## config.mk

```make
export PLATFORM = sky130hd
export DESIGN_NAME = byte_arb_mux_n_to_1
export DESIGN_NICKNAME = d
export VERILOG_FILES = /design/src/rtl/byte_arb_mux_n_to_1.sv
export SDC_FILE = /design/constraint.sdc
export NUM_CORES = 1
export LEC_CHECK = 0
export CORE_UTILIZATION = 35
export DETAILED_ROUTE_END_ITERATION = 10
export PLACE_DENSITY = 0.68
export SLEW_MARGIN = 40
export SYNTH_ARGS = -nofsm -noshare
export SYNTH_HDL_FRONTEND = slang
export SYNTH_SLANG_ARGS = --single-unit
```

## constraint.sdc

```tcl
create_clock -name clk -period 4.1 [get_ports clk]
set_input_delay 0.615 -clock clk [delete_from_list [all_inputs] [get_ports clk]]
set_output_delay 0.615 -clock clk [all_outputs]
set_load 0.1 [all_outputs]
```

## src/rtl/byte_arb_mux_n_to_1.sv

```systemverilog
// Registered N-to-1 selector with valid/ready handshakes.
// Fixed-select or round-robin choice feeds a single output stage.
module byte_arb_mux_n_to_1 #(
  parameter int WIDTH = 8,
  parameter int NCH   = 4,
  parameter int SELW  = 2
) (
  input  logic                 clk,
  input  logic                 rst,
  input  logic                 mode,
  input  logic [SELW-1:0]      sel,
  input  logic [NCH*WIDTH-1:0] in_data,
  input  logic [NCH-1:0]       in_valid,
  output logic [NCH-1:0]       in_ready,
  output logic [WIDTH-1:0]     out_data,
  output logic [SELW-1:0]      out_ch,
  output logic                 out_valid,
  input  logic                 out_ready
);

  localparam int NSEL = 1 << SELW;

  logic [SELW-1:0]  rr_ptr;
  logic [SELW-1:0]  rr_next;
  logic [NSEL-1:0]  valid_ext;
  logic [WIDTH-1:0] data_arr [NSEL];
  logic             load_en;
  logic             sel_ok;
  logic             hi_hit, lo_hit;
  logic [SELW-1:0]  hi_idx, lo_idx;
  logic [SELW-1:0]  chosen;
  logic             grant;
  logic             xfer;

  assign valid_ext = NSEL'(in_valid);
  assign load_en   = !out_valid || out_ready;
  assign sel_ok    = {1'b0, sel} < (SELW+1)'(NCH);

  always_comb begin
    for (int i = 0; i < NSEL; i++) data_arr[i] = '0;
    for (int i = 0; i < NCH; i++)
      data_arr[i] = in_data[i*WIDTH +: WIDTH];
  end

  // Lowest valid index at or above rr_ptr wins, else lowest overall.
  always_comb begin
    hi_hit = 1'b0;
    lo_hit = 1'b0;
    hi_idx = '0;
    lo_idx = '0;
    for (int i = NCH - 1; i >= 0; i--) begin
      if (in_valid[i]) begin
        lo_hit = 1'b1;
        lo_idx = SELW'(i);
        if (SELW'(i) >= rr_ptr) begin
          hi_hit = 1'b1;
          hi_idx = SELW'(i);
        end
      end
    end
  end

  always_comb begin
    chosen = sel;
    grant  = sel_ok && valid_ext[sel];
    if (mode) begin
      chosen = hi_hit ? hi_idx : lo_idx;
      grant  = lo_hit;
    end
  end

  assign xfer    = load_en && grant;
  assign rr_next = (chosen == SELW'(NCH - 1)) ? '0 : chosen + 1'b1;

  always_comb begin
    in_ready = '0;
    for (int i = 0; i < NCH; i++)
      in_ready[i] = !rst && xfer && (chosen == SELW'(i));
  end

  always_ff @(posedge clk or posedge rst) begin
    if (rst) begin
      out_valid <= 1'b0;
      out_data  <= '0;
      out_ch    <= '0;
      rr_ptr    <= '0;
    end else if (load_en) begin
      if (xfer) begin
        out_valid <= 1'b1;
        out_data  <= data_arr[chosen];
        out_ch    <= chosen;
        if (mode) rr_ptr <= rr_next;
      end else begin
        out_valid <= 1'b0;
      end
    end
  end

endmodule

```

* Yosys cells after proc, flatten, opt, wreduce, memory -nomap -nowiden *
Cells that the tools add are included.

operators by class
  add/sub/neg operators = 1
  order comparisons = 6
  equal/unequal tests = 3
  multiplexer cells = 34
  bitwise logic cells = 1
  reduce and logical (&&, ||, !) cells = 12

operators with widths
  cell                                                                           count
  2-bit two-way mux                                                              15
  8-bit binary-select mux with 2-bit select                                      1
  8-bit two-way mux                                                              2
  1-bit two-way mux                                                              15
  1-bit logical AND                                                              6
  2-bit == test (second input constant)                                          2
  1-bit by 2-bit >= comparator with 1-bit output (first input constant)          2
  2-bit >= comparator (first input constant)                                     2
  3-bit >= comparator (second input constant)                                    1
  2-bit by 3-bit less-than comparator with 1-bit output (second input constant)  1
  2-bit NOT with 3-bit output                                                    1
  3-bit AND reduction                                                            1
  2-bit by 1-bit adder with 2-bit output (second input constant)                 1
  1-bit binary-select mux with 2-bit select                                      1
  2-bit by 1-bit == test with 1-bit output (second input constant)               1
  1-bit logical NOT                                                              2
  2-bit logical NOT                                                              1
  2-bit AND reduction                                                            1
  1-bit logical OR                                                               1

storage, ports and cells
  flip-flop bits (word level) = 13
  bits of input ports = 42
  output and inout bits = 15
  word-level logic and storage cells = 61

* Logic depth before layout (Yosys ltp) *
Gate-level depths: netlist (run 1).

  depth after elaboration = 15
  gate-level depth with buffers = 10
  gate-level depth less buffers = 7

* Worst setup path before layout (run 1) *
OpenSTA, ideal clock, no wires.

  kind = input port to output port
  start = input port mode
  end = output port in_ready[0]
  arrival time = 2.471 ns
  data required time = 3.485 ns
  setup slack = 1.014 ns
  cell stages on the path = 8
  path buffers = 2
  cells stage by stage = buf_4 -> inv_2 -> nand2_1 -> clkbuf_1 -> nand2_1 -> inv_2 -> ha_1 -> and2_1

between the ends
  elaborated cells between the ends (all ways) = 6
  those cells by class = mux (2); reduce/logical (4)

RTL lines
  what                line  RTL
  start: declaration  10    input logic mode,
  2-bit two-way mux   66    if (mode) begin
  net chosen[0]       31    logic [SELW-1:0] chosen;
  2-bit logical NOT   78    in_ready[i] = !rst && xfer && (chosen == SELW'(i));
  1-bit logical AND   78
  end: declaration    14    output logic [NCH-1:0] in_ready,

The timed path passes the listed nets, and every way through them passes these cells.

* Worst setup path after layout (run 1) *
  start = input port in_valid[1]
  end = output port in_ready[0]

between the ends
  cells in the longest elaborated chain, start to end = 7
  elaborated cells between the ends (all ways) = 19
  those cells by class = mux (15); reduce/logical (4)

ends and longest elaborated chain
  what                                                           line  RTL
  start: declaration                                             13    input logic [NCH-1:0] in_valid,
  2-bit two-way mux / 1-bit two-way mux (equally long branches)  52    if (in_valid[i]) begin
  2-bit two-way mux / 1-bit two-way mux (equally long branches)  55    if (SELW'(i) >= rr_ptr) begin
  2-bit two-way mux / 1-bit two-way mux (equally long branches)  52
  2-bit two-way mux *                                            67    chosen = hi_hit ? hi_idx : lo_idx;
  2-bit two-way mux *                                            66
  net chosen[0]                                                  31
  2-bit logical NOT *                                            78
  1-bit logical AND *                                            78

Mark *: on every way through the listed nets, which the timed path passes. The rest lies on a longest branch. The select of a mux whose other input is x is not followed.

==> results of run 1 <==
-- final timing paths --
kind	endpoint	slack [ns]	cells after the start	start
max	in_ready[0]	0.47	9	in_valid[1]
min	out_ch[1]	0.47	2	out_ch[1]
min in group asynchronous	out_valid	0.74	2	rst
max in group asynchronous	out_ch[1]	3.01	2	rst
max reg2reg	rr_ptr[1]	1.68	6	rr_ptr[1]
min reg2reg	out_ch[1]	0.47	2	out_ch[1]
-- sequential cells by signal, summed over array words and instances, names as in the netlist --
register   cells
rr_ptr         2
out_ch         2
out_valid      1
out_data       8
-- cell usage in the layout, fill, tap and decap left out, drive strengths merged, types with 3 or more instances in the layout --
master and n:
nor3 8, clkdlybuf4s50 41, dfrtp 13, a221oi 10, clkbuf 4, nor4 8
ha 4, buf 18, nand2 22, o31ai 8, nand2b 4, inv 6
o21ai 3, and2 5, o211a 8, a31oi 8, mux2 4
-- routing by layer --
metal  part of all wire  track usage
met3              0.072       0.0214
met5                  0            0
met4             0.0038       0.0500
met1               0.45        0.239
met2               0.48        0.326
-- cells by family after synthesis --
logic type / Yosys count / synth area share
AO/OA/AOI/OAI: 44 / 0.342
adder cells (fa/ha/maj): 4 / 0.0369
buffers and inverters: 18 / 0.0912
flip-flops: 13 / 0.240
multiplexers: 5 / 0.0406
AND/OR/NAND/NOR: 55 / 0.250
-- power by group --
group          switching [uW]  internal (uW)  total, uW
combinational             435            175        610
sequential               32.0            169        201
clock                    46.2           68.6        115
-- worst min-delay path, stage by stage (launching register included) --
cell     delay (ns)
dfrtp_1        0.33
nand2_1        0.05
o21ai_1        0.06
-- area by class of cell --
class / instances / area [um2]
Tap cell: 48 / 60.1
Fill cell: 357 / 1760
Sequential cell: 13 / 325
Timing Repair Buffer: 59 / 568
Multi-Input combinational cell: 108 / 908
Clock buffer: 4 / 45.0
Inverter: 6 / 22.5
-- cells in the mapped netlist (all sizes together), types with 5 or more instances --
master / count / share of area
dfrtp: 13 / 0.24
buf: 11 / 0.072
a221oi: 10 / 0.10
inv: 6 / 0.017
and2: 5 / 0.025
a31oi: 8 / 0.037
o211a: 8 / 0.059
nand2: 22 / 0.061
o31ai: 8 / 0.070
nor3: 8 / 0.059
nor4: 8 / 0.037
-- through the flow --
stage / cells / power (uW) / setup WS, ns / cell area [um2] / utilization
after floorplan: 139 / 710 / 1.01 / 1360 / -
after global placement: 234 / 834 / 0.621 / 1940 / 0.526
after detailed placement: 234 / 816 / 0.455 / 1880 / 0.511
after CTS: 238 / 932 / 0.439 / 1930 / 0.523
after global routing: 238 / 977 / 0.249 / 1930 / 0.523
final: 238 / 926 / 0.468 / 1930 / 0.523
==> impl_metrics.env, run 1 <==
export IMPL_run_status="finished, final reports clean"
export IMPL_startpoint_type="primary input"
export IMPL_asyncSetResetFlopFracSynth=1.00
export IMPL_core_rowCount=22
export IMPL_post_synth_num_cell_types=39
export IMPL_max_freq_ghz=0.275
export IMPL_area_growth_pct=42.1
export IMPL_worst_hold_slack_ns=0.475
export IMPL_cp_data_arrival_time_ns=3.02
export IMPL_start_util=0.368
export IMPL_detail_route_drc_violations=0
export IMPL_dr_total_vias=1305
export IMPL_cts_tree="built"
export IMPL_syn_area_per_cell_um2=9.77
export IMPL_groute_usage_overall=0.186
export IMPL_ys_dominant_reg_cell="dfrtp_1"
export IMPL_htree_levels=1
export IMPL_worst_hold_path_type="flop to flop"
export IMPL_gp_congestion=0.852
export IMPL_dp_final_hpwl_um=2760
export IMPL_cts_sink_count=13
export IMPL_grt_first_pass_wirelength_um=5910
export IMPL_chipHeight_um=64.3
export IMPL_required_ns=3.48
export IMPL_crit_path_max_incr_delay_ns=0.57
export IMPL_floorplan_die_area_um2=4130
export IMPL_yosys_warnings=0
export IMPL_p_leak_uw=0.000837
export IMPL_via_per_inst=5.48
export IMPL_grt_setup_unrepaired="false"
export IMPL_slowest_cell_on_crit_path="a21o_1"
export IMPL_synth_ff_latch_count=13
export IMPL_cts_repair_resize_count=0
export IMPL_grt_max_degree=22
export IMPL_finalWirelength_um=3700
export IMPL_cts_path_max_buffers=2
export IMPL_port_buffers=56
export IMPL_root_buffer_cell="clkbuf_8"
export IMPL_postSynthCellCount=139
export IMPL_num_nets_final=237
export IMPL_synthesized_netlist_net_count=185
export IMPL_tightest_slew_ns=0.697
export IMPL_critical_path_buf_inv_count=3
export IMPL_syn_area_um2=1360
export IMPL_finalClockSkew_ns=0.00173
export IMPL_critical_path_class="primary input to output pin"
export IMPL_drt_initial_drc_count=53
export IMPL_setup_viol_count_final=0
export IMPL_cts_repair_timing_setup_buffer_count=0
export IMPL_io_pins=57
export IMPL_maximum_fanout_count_along_the_critical_path=18
export IMPL_first_global_vias=1239
export IMPL_antenna_violating_nets_post_route=0
export IMPL_antenna_found_initial=0
export IMPL_insertion_delay_ns=0.24
export IMPL_final_max_slew_violation_count=0
export IMPL_worst_slew_margin_rel=0.536
export IMPL_detail_route_first_pass_iterations=4
export IMPL_insertedDiodeCount=0
export IMPL_final_layout_size_suffix_gt1_frac=0.289
export IMPL_fin_setup_tns_ns=0
export IMPL_cts_hold_buf=0
export IMPL_path_delay_family="buffers and inverters"
export IMPL_synth_edff_count=0
export IMPL_ir_worst_vdd_mv=0.175
export IMPL_setup_worst_path_end_class="output pin"
export IMPL_power_per_cell_area_nw_per_um2=480
export IMPL_synth_seq_area_share=0.240
export IMPL_post_route_period_util=0.886
export IMPL_max_cap_violations=0
export IMPL_worstPathCellList="clkdlybuf4s50_1 > nand2b_2 > o221ai_1 > a21o_1 > nand2_1 > inv_2 > ha_1 > and2_1 > buf_12"
export IMPL_die_x_um=64.3
export IMPL_clk_pin_slew_ns=0.06
export IMPL_wire_per_inst_um=15.5
export IMPL_min_period_ns=3.63
export IMPL_cts_inserted_buffers=3
export IMPL_grt_remaining_overflow=0
export IMPL_core_um2=3690
export IMPL_hold_violations=0
Power figures use the tool's default switching activity.
==> run 2, diff against run 1 <==
CORE_MARGIN = 3   (was unset)
==> run 2 against run 1 <==
Total power grew 1.1%. Utilization grew 0.20 points. Register-to-register slack gained 0.36 ns. Final area grew 0.39%. Setup slack gained 0.40 ns. Global-route usage shrank 0.92 points. Combinational power grew 1%. Clock-buffer cell count is the same. Highest routed layer unchanged.
==> impl_metrics.env, run 2 (same netlist as run 1, synthesis figures left out) <==
export IMPL_run_status="finished, final reports clean"
export IMPL_root_buffer_cell="clkbuf_8"
export IMPL_via_per_inst=5.51
export IMPL_final_max_slew_violation_count=0
export IMPL_start_util=0.368
export IMPL_groute_usage_overall=0.177
export IMPL_reg_largest_list="out_data (8), out_ch (2), rr_ptr (2)"
export IMPL_startpoint_type="primary input"
export IMPL_internal_power_consumption_uw=416
export IMPL_detail_route_drc_violations=0
export IMPL_max_freq_ghz=0.309
export IMPL_core_rowCount=22
export IMPL_max_cap_violations=0
export IMPL_antenna_violating_nets_post_route=0
export IMPL_final_layout_size_suffix_gt1_frac=0.293
export IMPL_core_um2=3690
export IMPL_largest_reg_flops=8
export IMPL_p_leak_uw=0.000842
export IMPL_insertion_delay_ns=0.25
export IMPL_most_common_cell_after_layout_fill_and_taps_aside="clkdlybuf4s50_1"
export IMPL_maximum_fanout_count_along_the_critical_path=12
export IMPL_min_period_ns=3.23
export IMPL_worst_hold_path_type="flop to flop"
export IMPL_num_nets_final=238
export IMPL_hold_start="out_ch[1]"
export IMPL_chipHeight_um=68.3
export IMPL_die_x_um=68.3
export IMPL_antenna_found_initial=0
export IMPL_post_route_period_util=0.789
export IMPL_port_buffers=56
export IMPL_grt_max_degree=22
export IMPL_setup_worst_path_end_class="output pin"
export IMPL_floorplan_die_area_um2=4660
export IMPL_clk_pin_slew_ns=0.05
export IMPL_crit_start="in_valid[1]"
export IMPL_power_per_cell_area_nw_per_um2=483
export IMPL_layout_core_utilization=0.525
export IMPL_dp_final_hpwl_um=2930
export IMPL_cts_path_max_buffers=2
export IMPL_tightest_slew_ns=0.562
export IMPL_power_switching_fraction=0.555
export IMPL_required_ns=3.48
export IMPL_net_switching_power_uw=520
export IMPL_hold_violations=0
export IMPL_clockPowerShare=0.127
export IMPL_grt_setup_unrepaired="false"
export IMPL_fin_setup_tns_ns=0
export IMPL_cts_tree="built"
export IMPL_cts_hold_buf=0
export IMPL_ir_worst_vdd_mv=0.217
export IMPL_dr_total_vias=1317
export IMPL_worst_slew_margin_rel=0.625
export IMPL_cts_inserted_buffers=3
export IMPL_cts_repair_timing_setup_buffer_count=0
export IMPL_comb_power_share=0.658
export IMPL_power_frac_seq=0.215
export IMPL_gp_congestion=0.820
export IMPL_htree_levels=1
export IMPL_area_growth_pct=42.7
export IMPL_wire_per_inst_um=15.8
export IMPL_drt_initial_drc_count=36
export IMPL_grt_remaining_overflow=0
export IMPL_most_common_layout_cells="clkdlybuf4s50_1 (41), nand2_1 (22), dfrtp_1 (13)"
export IMPL_insertedDiodeCount=0
export IMPL_cts_repair_resize_count=0
export IMPL_finalWirelength_um=3780
export IMPL_grt_first_pass_wirelength_um=6230
export IMPL_first_global_vias=1282
export IMPL_io_pins=57
export IMPL_cp_data_arrival_time_ns=2.62
export IMPL_setup_viol_count_final=0
export IMPL_top_register="out_data"
export IMPL_cts_sink_count=13
export IMPL_critical_path_reg2reg_startpoint="rr_ptr[1]"
export IMPL_detail_route_first_pass_iterations=4
export IMPL_finalClockSkew_ns=0.0107
export IMPL_critical_path_class="primary input to output pin"
[run 2: final timing paths]
| kind | endpoint | slack [ns] | cells after the start |
|---|---|---|---|
| hold / removal | out_ch[1] | 0.47 | 2 |
| setup / recovery | in_ready[2] | 0.87 | 8 |
| max in group asynchronous | out_data[0] | 2.97 | 2 |
| min in group asynchronous | rr_ptr[1] | 0.75 | 2 |
| setup reg to reg | rr_ptr[1] | 2.04 | 6 |
| hold reg to reg | out_ch[1] | 0.47 | 2 |
[run 2: stage by stage]
| stage | total power (uW) | worst slack, ns | instance area [um2] | std cells | hold slack, ns |
|---|---|---|---|---|---|
| finish | 936 | 0.865 | 1940 | 239 | 0.475 |
| floorplan | 710 | 1.01 | 1360 | 139 | 0.492 |
| detailed placement | 819 | 0.880 | 1890 | 235 | 0.468 |
| global route | 988 | 0.707 | 1940 | 239 | 0.502 |
| global placement | 840 | 0.959 | 1950 | 235 | 0.465 |
| CTS | 938 | 0.870 | 1940 | 239 | 0.479 |
[run 2: routing by layer]
metal | GRT usage | share of wire
met5 | 0 | 0
met2 | 0.271 | 0.44
met4 | 0.0596 | 0.013
met3 | 0.0296 | 0.075
met1 | 0.250 | 0.47
[run 2: final cells by class]
class / instances / area [um2]
clock buffers: 4 / 45.0
well taps: 48 / 60.1
multi-input cells: 108 / 908
fillers: 368 / 1750
flip-flops and latches: 13 / 325
repair buffers: 60 / 576
inverters: 6 / 22.5
[run 2: worst max-delay path: stages]
cell             delay (ns)
clkdlybuf4s50_1        0.51
nand2b_2               0.27
o2111ai_4              0.35
nand3_4                0.27
inv_2                  0.13
ha_1                   0.13
and2_1                 0.16
buf_12                 0.18
[run 2: power by group through the flow]
| stage | Sequential, uW | Clock (uW) | Combinational [uW] |
|---|---|---|---|
| detailed placement | 204 | 0 | 615 |
| CTS | 201 | 121 | 616 |
| global placement | 201 | 0 | 639 |
| finish | 202 | 119 | 616 |
| floorplan | 428 | 0 | 282 |
| global route | 207 | 126 | 654 |
